<file path="src/rtl/ctrl_pipe_pkg.sv">
// Shared constants and the opcode decode function for the pipelined control unit.
package ctrl_pipe_pkg;

  localparam logic [3:0] OP_NOP  = 4'b0000;
  localparam logic [3:0] OP_LD   = 4'b0001;
  localparam logic [3:0] OP_ST   = 4'b0010;
  localparam logic [3:0] OP_ADD  = 4'b0100;
  localparam logic [3:0] OP_INC  = 4'b0101;
  localparam logic [3:0] OP_NEG  = 4'b0110;
  localparam logic [3:0] OP_SUB  = 4'b0111;
  localparam logic [3:0] OP_J    = 4'b1000;
  localparam logic [3:0] OP_BRZ  = 4'b1001;
  localparam logic [3:0] OP_BRN  = 4'b1011;
  localparam logic [3:0] OP_ADDI = 4'b1111;

  localparam logic [2:0] ALU_ADD  = 3'b100;
  localparam logic [2:0] ALU_INC  = 3'b010;
  localparam logic [2:0] ALU_NEG  = 3'b001;
  localparam logic [2:0] ALU_SUB  = 3'b000;
  localparam logic [2:0] ALU_PASS = 3'b111;
  localparam logic [2:0] ALU_NOP  = 3'b011;

  localparam int CTRL_W     = 12;
  localparam int B_VALID    = 11;
  localparam int B_REGWRT   = 10;
  localparam int B_MEMRD    = 9;
  localparam int B_MEMWRT   = 8;
  localparam int B_ALUSRC   = 7;
  localparam int B_ALUOP_HI = 6;
  localparam int B_ALUOP_LO = 4;
  localparam int B_MEMTOREG = 3;
  localparam int B_BRANCH   = 2;
  localparam int B_BTYPE    = 1;
  localparam int B_JUMP     = 0;

  // Everything cleared except aluop=NOP.
  localparam logic [CTRL_W-1:0] CTRL_BUBBLE = 12'h030;

  typedef struct packed {
    logic [CTRL_W-1:0] ctrl;
    logic              reads_rs;
    logic              reads_rt;
    logic              illegal;
  } dec_t;

  function automatic dec_t decode(input logic [3:0] op);
    dec_t d;
    d.ctrl          = CTRL_BUBBLE;
    d.ctrl[B_VALID] = 1'b1;
    d.reads_rs      = 1'b0;
    d.reads_rt      = 1'b0;
    d.illegal       = 1'b0;
    case (op)
      OP_NOP: ;
      OP_LD: begin
        d.ctrl[B_REGWRT]   = 1'b1;
        d.ctrl[B_MEMRD]    = 1'b1;
        d.ctrl[B_MEMTOREG] = 1'b1;
        d.ctrl[B_ALUOP_HI:B_ALUOP_LO] = ALU_PASS;
      end
      OP_ST: begin
        d.ctrl[B_MEMWRT] = 1'b1;
        d.ctrl[B_ALUOP_HI:B_ALUOP_LO] = ALU_PASS;
        d.reads_rs = 1'b1;
        d.reads_rt = 1'b1;
      end
      OP_ADD, OP_SUB: begin
        d.ctrl[B_REGWRT] = 1'b1;
        d.ctrl[B_ALUOP_HI:B_ALUOP_LO] = (op == OP_ADD) ? ALU_ADD : ALU_SUB;
        d.reads_rs = 1'b1;
        d.reads_rt = 1'b1;
      end
      OP_INC, OP_NEG: begin
        d.ctrl[B_REGWRT] = 1'b1;
        d.ctrl[B_ALUOP_HI:B_ALUOP_LO] = (op == OP_INC) ? ALU_INC : ALU_NEG;
        d.reads_rs = 1'b1;
      end
      OP_ADDI: begin
        d.ctrl[B_REGWRT] = 1'b1;
        d.ctrl[B_ALUSRC] = 1'b1;
        d.ctrl[B_ALUOP_HI:B_ALUOP_LO] = ALU_ADD;
      end
      OP_J: begin
        d.ctrl[B_JUMP] = 1'b1;
        d.ctrl[B_ALUOP_HI:B_ALUOP_LO] = ALU_PASS;
      end
      OP_BRZ, OP_BRN: begin
        d.ctrl[B_BRANCH] = 1'b1;
        d.ctrl[B_BTYPE]  = (op == OP_BRN);
        d.ctrl[B_ALUOP_HI:B_ALUOP_LO] = ALU_PASS;
      end
      default: d.illegal = 1'b1;
    endcase
    return d;
  endfunction

endpackage

</file>
<file path="src/rtl/ctrl_pipe_decode.sv">
// Combinational ID-stage decoder: opcode plus valid flag to control bundle and source-read flags.
module ctrl_decode
  import ctrl_pipe_pkg::*;
(
  input  logic              i_valid,
  input  logic [3:0]        i_opcode,
  output logic [CTRL_W-1:0] o_ctrl,
  output logic              o_reads_rs,
  output logic              o_reads_rt,
  output logic              o_illegal
);

  dec_t w_dec;

  always_comb begin
    w_dec = decode(i_opcode);
    if (!i_valid) begin
      w_dec.ctrl     = CTRL_BUBBLE;
      w_dec.reads_rs = 1'b0;
      w_dec.reads_rt = 1'b0;
      w_dec.illegal  = 1'b0;
    end
  end

  assign o_ctrl     = w_dec.ctrl;
  assign o_reads_rs = w_dec.reads_rs;
  assign o_reads_rt = w_dec.reads_rt;
  assign o_illegal  = w_dec.illegal;

endmodule

</file>
<file path="src/rtl/ctrl_pipe.sv">
// Pipelined control unit: ID decode, EX/MEM/WB control registers, load-use stall and redirect squash.
module ctrl_pipe
  import ctrl_pipe_pkg::*;
#(
  parameter int REG_ADDR_W = 6,
  parameter int HAZARD_EN  = 1,
  parameter int CNT_W      = 16
) (
  input  logic                  in_clk,
  input  logic                  in_rst,
  input  logic                  in_valid,
  input  logic [3:0]            in_opcode,
  input  logic [REG_ADDR_W-1:0] in_rs,
  input  logic [REG_ADDR_W-1:0] in_rt,
  input  logic [REG_ADDR_W-1:0] in_rd,
  input  logic                  in_redirect,
  output logic                  out_stall,
  output logic [CTRL_W-1:0]     out_ex_ctrl,
  output logic [CTRL_W-1:0]     out_mem_ctrl,
  output logic [CTRL_W-1:0]     out_wb_ctrl,
  output logic [REG_ADDR_W-1:0] out_ex_rd,
  output logic [REG_ADDR_W-1:0] out_mem_rd,
  output logic [REG_ADDR_W-1:0] out_wb_rd,
  output logic                  out_illegal,
  output logic [CNT_W-1:0]      out_stall_cnt
);

  logic [CTRL_W-1:0]     r_ex_ctrl, r_mem_ctrl, r_wb_ctrl;
  logic [REG_ADDR_W-1:0] r_ex_rd, r_mem_rd, r_wb_rd;
  logic                  r_illegal;
  logic [CNT_W-1:0]      r_stall_cnt;

  logic [CTRL_W-1:0] w_id_ctrl;
  logic              w_reads_rs, w_reads_rt, w_illegal;
  logic              w_hazard, w_stall;

  function automatic logic [CNT_W-1:0] sat_inc(input logic [CNT_W-1:0] v);
    return (&v) ? v : v + {{(CNT_W-1){1'b0}}, 1'b1};
  endfunction

  ctrl_decode u_decode (
    .i_valid    (in_valid),
    .i_opcode   (in_opcode),
    .o_ctrl     (w_id_ctrl),
    .o_reads_rs (w_reads_rs),
    .o_reads_rt (w_reads_rt),
    .o_illegal  (w_illegal)
  );

  // Register 0 is hardwired, so a load targeting it never blocks a consumer.
  always_comb begin
    w_hazard = (HAZARD_EN != 0) && in_valid
               && r_ex_ctrl[B_VALID] && r_ex_ctrl[B_MEMRD]
               && (r_ex_rd != '0)
               && ((w_reads_rs && (in_rs == r_ex_rd)) ||
                   (w_reads_rt && (in_rt == r_ex_rd)));
  end

  assign w_stall   = w_hazard & ~in_redirect;
  assign out_stall = w_stall & ~in_rst;

  always_ff @(posedge in_clk or posedge in_rst) begin
    if (in_rst) begin
      r_ex_ctrl   <= CTRL_BUBBLE;
      r_mem_ctrl  <= CTRL_BUBBLE;
      r_wb_ctrl   <= CTRL_BUBBLE;
      r_ex_rd     <= '0;
      r_mem_rd    <= '0;
      r_wb_rd     <= '0;
      r_illegal   <= 1'b0;
      r_stall_cnt <= '0;
    end else begin
      r_wb_ctrl <= r_mem_ctrl;
      r_wb_rd   <= r_mem_rd;
      if (in_redirect) begin
        r_ex_ctrl  <= CTRL_BUBBLE;
        r_ex_rd    <= '0;
        r_mem_ctrl <= CTRL_BUBBLE;
        r_mem_rd   <= '0;
        r_illegal  <= 1'b0;
      end else if (w_stall) begin
        r_ex_ctrl   <= CTRL_BUBBLE;
        r_ex_rd     <= '0;
        r_mem_ctrl  <= r_ex_ctrl;
        r_mem_rd    <= r_ex_rd;
        r_illegal   <= 1'b0;
        r_stall_cnt <= sat_inc(r_stall_cnt);
      end else begin
        r_ex_ctrl  <= w_id_ctrl;
        r_ex_rd    <= (in_valid && !w_illegal) ? in_rd : '0;
        r_mem_ctrl <= r_ex_ctrl;
        r_mem_rd   <= r_ex_rd;
        r_illegal  <= w_illegal;
      end
    end
  end

  assign out_ex_ctrl   = r_ex_ctrl;
  assign out_mem_ctrl  = r_mem_ctrl;
  assign out_wb_ctrl   = r_wb_ctrl;
  assign out_ex_rd     = r_ex_rd;
  assign out_mem_rd    = r_mem_rd;
  assign out_wb_rd     = r_wb_rd;
  assign out_illegal   = r_illegal;
  assign out_stall_cnt = r_stall_cnt;

endmodule

</file>
<file path="config.mk">
export PLATFORM = sky130hd
export DESIGN_NAME = ctrl_pipe
export DESIGN_NICKNAME = d
export VERILOG_FILES = /design/src/rtl/ctrl_pipe_pkg.sv /design/src/rtl/ctrl_pipe_decode.sv /design/src/rtl/ctrl_pipe.sv
export SDC_FILE = /design/constraint.sdc
export NUM_CORES = 1
export LEC_CHECK = 0
export BUFFER_PORTS_ARGS = -buffer_cell sky130_fd_sc_hd__buf_2
export CAP_MARGIN = 20
export CELL_PAD_IN_SITES_DETAIL_PLACEMENT = 1
export CELL_PAD_IN_SITES_GLOBAL_PLACEMENT = 1
export CORE_ASPECT_RATIO = 0.5
export CORE_MARGIN = 4
export CORE_UTILIZATION = 35
export CTS_CLUSTER_DIAMETER = 30
export DETAILED_ROUTE_END_ITERATION = 8
export GPL_ROUTABILITY_DRIVEN = 0
export GPL_TIMING_DRIVEN = 0
export HOLD_SLACK_MARGIN = 0.02
export PLACE_DENSITY_LB_ADDON = 0.1
export SYNTH_ARGS = -nofsm -noshare
export SYNTH_HDL_FRONTEND = slang
export SYNTH_HIERARCHICAL = 1
export SYNTH_SLANG_ARGS = --single-unit
</file>
<file path="constraint.sdc">
create_clock -name in_clk -period 2 [get_ports in_clk]
set_clock_uncertainty 0.05 [all_clocks]
set_input_delay 0.1 -clock in_clk [delete_from_list [all_inputs] [get_ports in_clk]]
set_output_delay 0.1 -clock in_clk [all_outputs]
set_load 0.1 [all_outputs]
</file>
# Yosys cells after proc, flatten, opt, wreduce, memory -nomap -nowiden
# Cells that the tools add are included.
[op_classes]
n_addsub = 1
eq_ne = 12
n_mux = 22
bitwise = 5
reduce_logical = 21
[op_table]
columns = ["cell", "n"]
rows = [
  ["2-to-1 mux 12 bit", 3],
  ["2-to-1 mux 6 bit", 4],
  ["adder 16 x 1 -> 16 bit, second input constant", 1],
  ["== test 4 x 3 -> 1 bit, second input constant", 4],
  ["== test 4 bit, second input constant", 4],
  ["AND reduction 16 bit", 1],
  ["2-to-1 mux 15 bit", 1],
  ["== test 6 bit", 2],
  ["one-hot mux 3 bit (4 select lines)", 1],
  ["OR reduction 11 bit", 1],
  ["2-to-1 mux 1 bit", 10],
  ["OR reduction 5 bit", 2],
  ["logical AND 1 bit", 7],
  ["nonzero test 6 bit", 1],
  ["OR reduction 2 bit", 3],
  ["OR reduction 6 bit", 1],
  ["== test 4 x 1 -> 1 bit, second input constant", 1],
  ["== test 4 x 2 -> 1 bit, second input constant", 1],
  ["logical NOT 4 bit", 1],
  ["2-to-1 mux 2 bit", 2],
  ["2-to-1 mux 3 bit", 1],
  ["inverter 1 bit", 3],
  ["AND reduction 3 bit", 1],
  ["OR reduction 3 bit", 1],
  ["other kinds (3)", 4],
]
[totals]
reg_bits = 71
inputBits = 26
out_inout_bits = 72
wordCells = 69

# Longest topological paths before layout
[depth]
ltp_word = 10
mapped_depth = 9

# Cells and area by module
# Netlist, hierarchy kept.
[by_module_without_submodules]
columns = ["module", "n_inst", "cells_per_inst", "area_per_inst_um2"]
rows = [
  ["ctrl_pipe", 1, 191, 2598.7],
  ["ctrl_decode", 1, 40, 236.5],
]

# Worst setup path before layout
# OpenSTA, ideal clock, no wires.
[synth_timing]
path_type = "reg-to-output"
from = "register r_ex_rd[1] (netlist: out_ex_rd[1])"
to = "output port out_stall"
arrival_ns = 2.727
required_ns = 1.850
slack_ns = -0.877
path_stages_with_launch = 6
n_path_buf = 1
cell_sequence = "dfrtp_1 -> xnor2_1 -> nand3_1 -> o22ai_2 -> clkbuf_1 -> and3_1"
[synth_via]
elab_chain_cells = 6
word_cells_on_any_way = 10
[synth_rtl]
columns = ["item", "line_no", "source"]
rows = [
  ["from (decl)", "ctrl_pipe.sv:29", "logic [REG_ADDR_W-1:0] r_ex_rd, r_mem_rd, r_wb_rd;"],
  ["from (signal assigned)", "ctrl_pipe.sv:90", "r_ex_rd <= (in_valid && !w_illegal) ? in_rd : '0;"],
  ["== test 6 bit (on tied branches)", "ctrl_pipe.sv:55, ctrl_pipe.sv:56", ""],
  ["logical AND 1 bit (on tied branches)", "ctrl_pipe.sv:55, ctrl_pipe.sv:56", ""],
  ["logical OR 1 bit", "ctrl_pipe.sv:55", "&& ((w_reads_rs && (in_rs == r_ex_rd)) ||"],
  ["logical AND 1 bit (*)", "ctrl_pipe.sv:55", ""],
  ["AND 1 bit (*)", "ctrl_pipe.sv:59", "assign w_stall = w_hazard & ~in_redirect;"],
  ["AND 1 bit (*)", "ctrl_pipe.sv:60", "assign out_stall = w_stall & ~in_rst;"],
  ["to (decl)", "ctrl_pipe.sv:17", "output logic out_stall,"],
]
# Every way passes the cells marked *; elsewhere a longest branch is shown, timed or not.

# Worst setup path after layout
# Ends and elaborated chain as after synthesis.

==> metrics.txt <==
status finished with violations; failing checks setup timing; cell taking the most area after synthesis dfrtp_1; DR vias 2197; critical path peak fanout 5; layout cells sized above 1 0.522; Setup CP Type reg2out; H-tree depth 3; Die Wd about 140 µm; fmax approximately 460 MHz; worst rel slew slack 0.566; Pwr Density 907 mW/mm²; fin. max-slew vios 0; Post-Synthesis Cells 231; Final Hold Viols 0; Final HPWL DP 5.17 mm; Filler cells between 800 and 900; routed vias/inst 4.65; # clock sinks 71; syn avg cell area 12.3 µm²; fin crit period 2170 ps; FF+latch count, synth 71; Least-Margin Pin Slew roughly 650 ps; clk buf depth 2; setup violators final 21; CP cell instances or4_4, o2111ai_4, inv_2, and3_4, buf_12; Wirelength per Cell 16.2 µm; VDD IR max ~0.0005 V; Post-Place Cells 437; Cell Area, Synth 0.00284 mm²; Post-synth EDFFs 0; crit start category flop; Hold Slack 73.9 ps; most used flip-flop cell after synthesis dfrtp_1; number of global-route vias before repair between 2000 and 2500; RSZ-0062 raised after global routing true; WL final 7.66 mm; post-layout util 0.558; latest clock arrival within the worst-skew pair 330 ps; synth cell count leaders 65 x dfrtp_1, 27 x xnor2_1, 18 x nand3_1, 18 x nor2b_1, 14 x and3_1; post-route worst setup slack -173 ps; most common cell in the netlist dfrtp_1; final std cells w/o fill approximately 470; Top Family by Delay on Critical Path simple AND/OR/NAND/NOR gates; setup TNS -1720 ps; Synth top area share 0.574; Setup crit end kind output port; CP Buf/Inv Count 2; library cells used by synthesis 37; number of port buffers 97; Syn-to-layout area delta 49.6%; LEAKAGE ~2.1 nW; fin nets approximately 390; num rows 22; CP required between 1500 and 2000 ps; height of the die 71.6 µm; Net Count, Synth around 260; final period utilization 1.09; Worst-path clk slew around 60 ps; largest net degree at the start of global routing 42; worst min path class in2reg; Seq/Total Area, Yosys 0.629; TritonCTS clock tree built; post-route ant nets 0; die area 0.00969 mm²; Multi-input gate area 0.00110 mm²; asr flop ratio synth 1.00; # diodes 0; top cells by area, synth dfrtp_1 57%, xnor2_1 8.3%, dfstp_2 5.6%; initial antenna violation count 0; CTS Root Cell clkbuf_16; max cap viols 0; core area about 0.0076 mm²; DRC errors left 0; global-route wire length before repair 12.5 mm; CP arrival 2020 ps; Max stage delay on crit path around 540 ps; DRT Pass-1 Iters 4; synth warn 6; grt ovf 0; Initial DRC Count 100; cts bufs inserted 9; register area 0.00183 mm²; Slowest-stage cell, CP or4_4; I/O pin cnt between 90 and 100; Initial Util 0.373; Final Total Pwr approximately 0.0038 W; total global-route track usage 0.167
-- stage by stage --
step / worst slack, ps / area, µm²
2_1_floorplan: -71.9 / 2910
3_3_place_gp: -518 / 3530
3_5_place_dp: -518 / 3550
4_1_cts: -187 / 4140
5_1_grt: -228 / 4240
6_report: -173 / 4240
-- what timing repair did --
item,4_1_cts,5_1_grt
endpoints found under the hold margin,36,0
endpoints found under the setup margin,27,36
pin swaps,4,11
buffers inserted,8,1
gates resized for setup,14,22
gates cloned,3,0
hold buffers,8,0
-- power breakdown --
group	internal, W	switching (W)
clock network	0.00135	0.000603
registers	0.00147	0.0000173
logic	0.000112	0.000299
-- layout by cell type (no fill, tap or decap), drive strengths merged, types with 2 or more instances in the layout --
cell           n
buf          117
dfrtp         65
xnor2         27
nor2b         18
nand3         18
and3          14
and2          11
clkbuf        10
nand4          8
nor2           8
dlygate4sd3    7
nand2          7
dfstp          6
a21oi          6
nand2b         5
or2            4
bufinv         4
inv            4
nor3           3
o21ai          3
and4           2
clkinvlp       2
clkinv         2
nor4           2
-- metal layers --
metal,GRT usage,part of all wire,vias to the layer above
li1,-,-,1036
met1,0.203,0.43,1109
met3,0.0540,0.047,5
met5,0,0,-
met4,0.0402,0.0068,0
met2,0.292,0.52,47
-- registers in the layout, indices dropped and copies added, names as in the netlist --
name / cells
out_mem_ctrl: 12
out_wb_ctrl: 12
out_mem_rd: 6
out_stall_cnt: 16
out_ex_ctrl: 12
out_illegal: 1
out_ex_rd: 6
out_wb_rd: 6
-- kinds of logic (layout without fill, tap and decap cells) --
kind of cell | count (synthesis) | in the layout | synth area share
AO/OA/AOI/OAI | 14 | 15 | 0.0402
XOR/XNOR | 27 | 27 | 0.0834
adder cells (fa/ha/maj) | 1 | 1 | 0.00441
buffers and inverters | 14 | 146 | 0.0287
flip-flops | 71 | 71 | 0.629
multiplexers | 1 | 1 | 0.00397
AND/OR/NAND/NOR | 103 | 103 | 0.210
-- cell type report --
class / instances / area share
inverters: 5 / 0.00531
flip-flops and latches: 71 / 0.430
repair buffers: 116 / 0.168
clock inverters: 7 / 0.0342
well taps: 108 / 0.0319
plain buffers: 9 / 0.0189
clock buffers: 9 / 0.0531
multi-input cells: 147 / 0.258
-- worst paths after layout --
path / start / end / slack (ps) / cells after the start
max in group asynchronous: in_rst / out_mem_ctrl[5] / 1220 / 4
min in group asynchronous: in_rst / out_stall_cnt[15] / 400 / 4
min reg2reg: out_mem_ctrl[5] / out_wb_ctrl[5] / 320 / 0
max reg2reg: out_ex_rd[1] / out_ex_rd[2] / -160 / 7
min: in_redirect / out_mem_rd[3] / 70 / 2
max: out_ex_rd[1] / out_stall / -170 / 5
No activity file was read; power rests on OpenSTA's default activity.
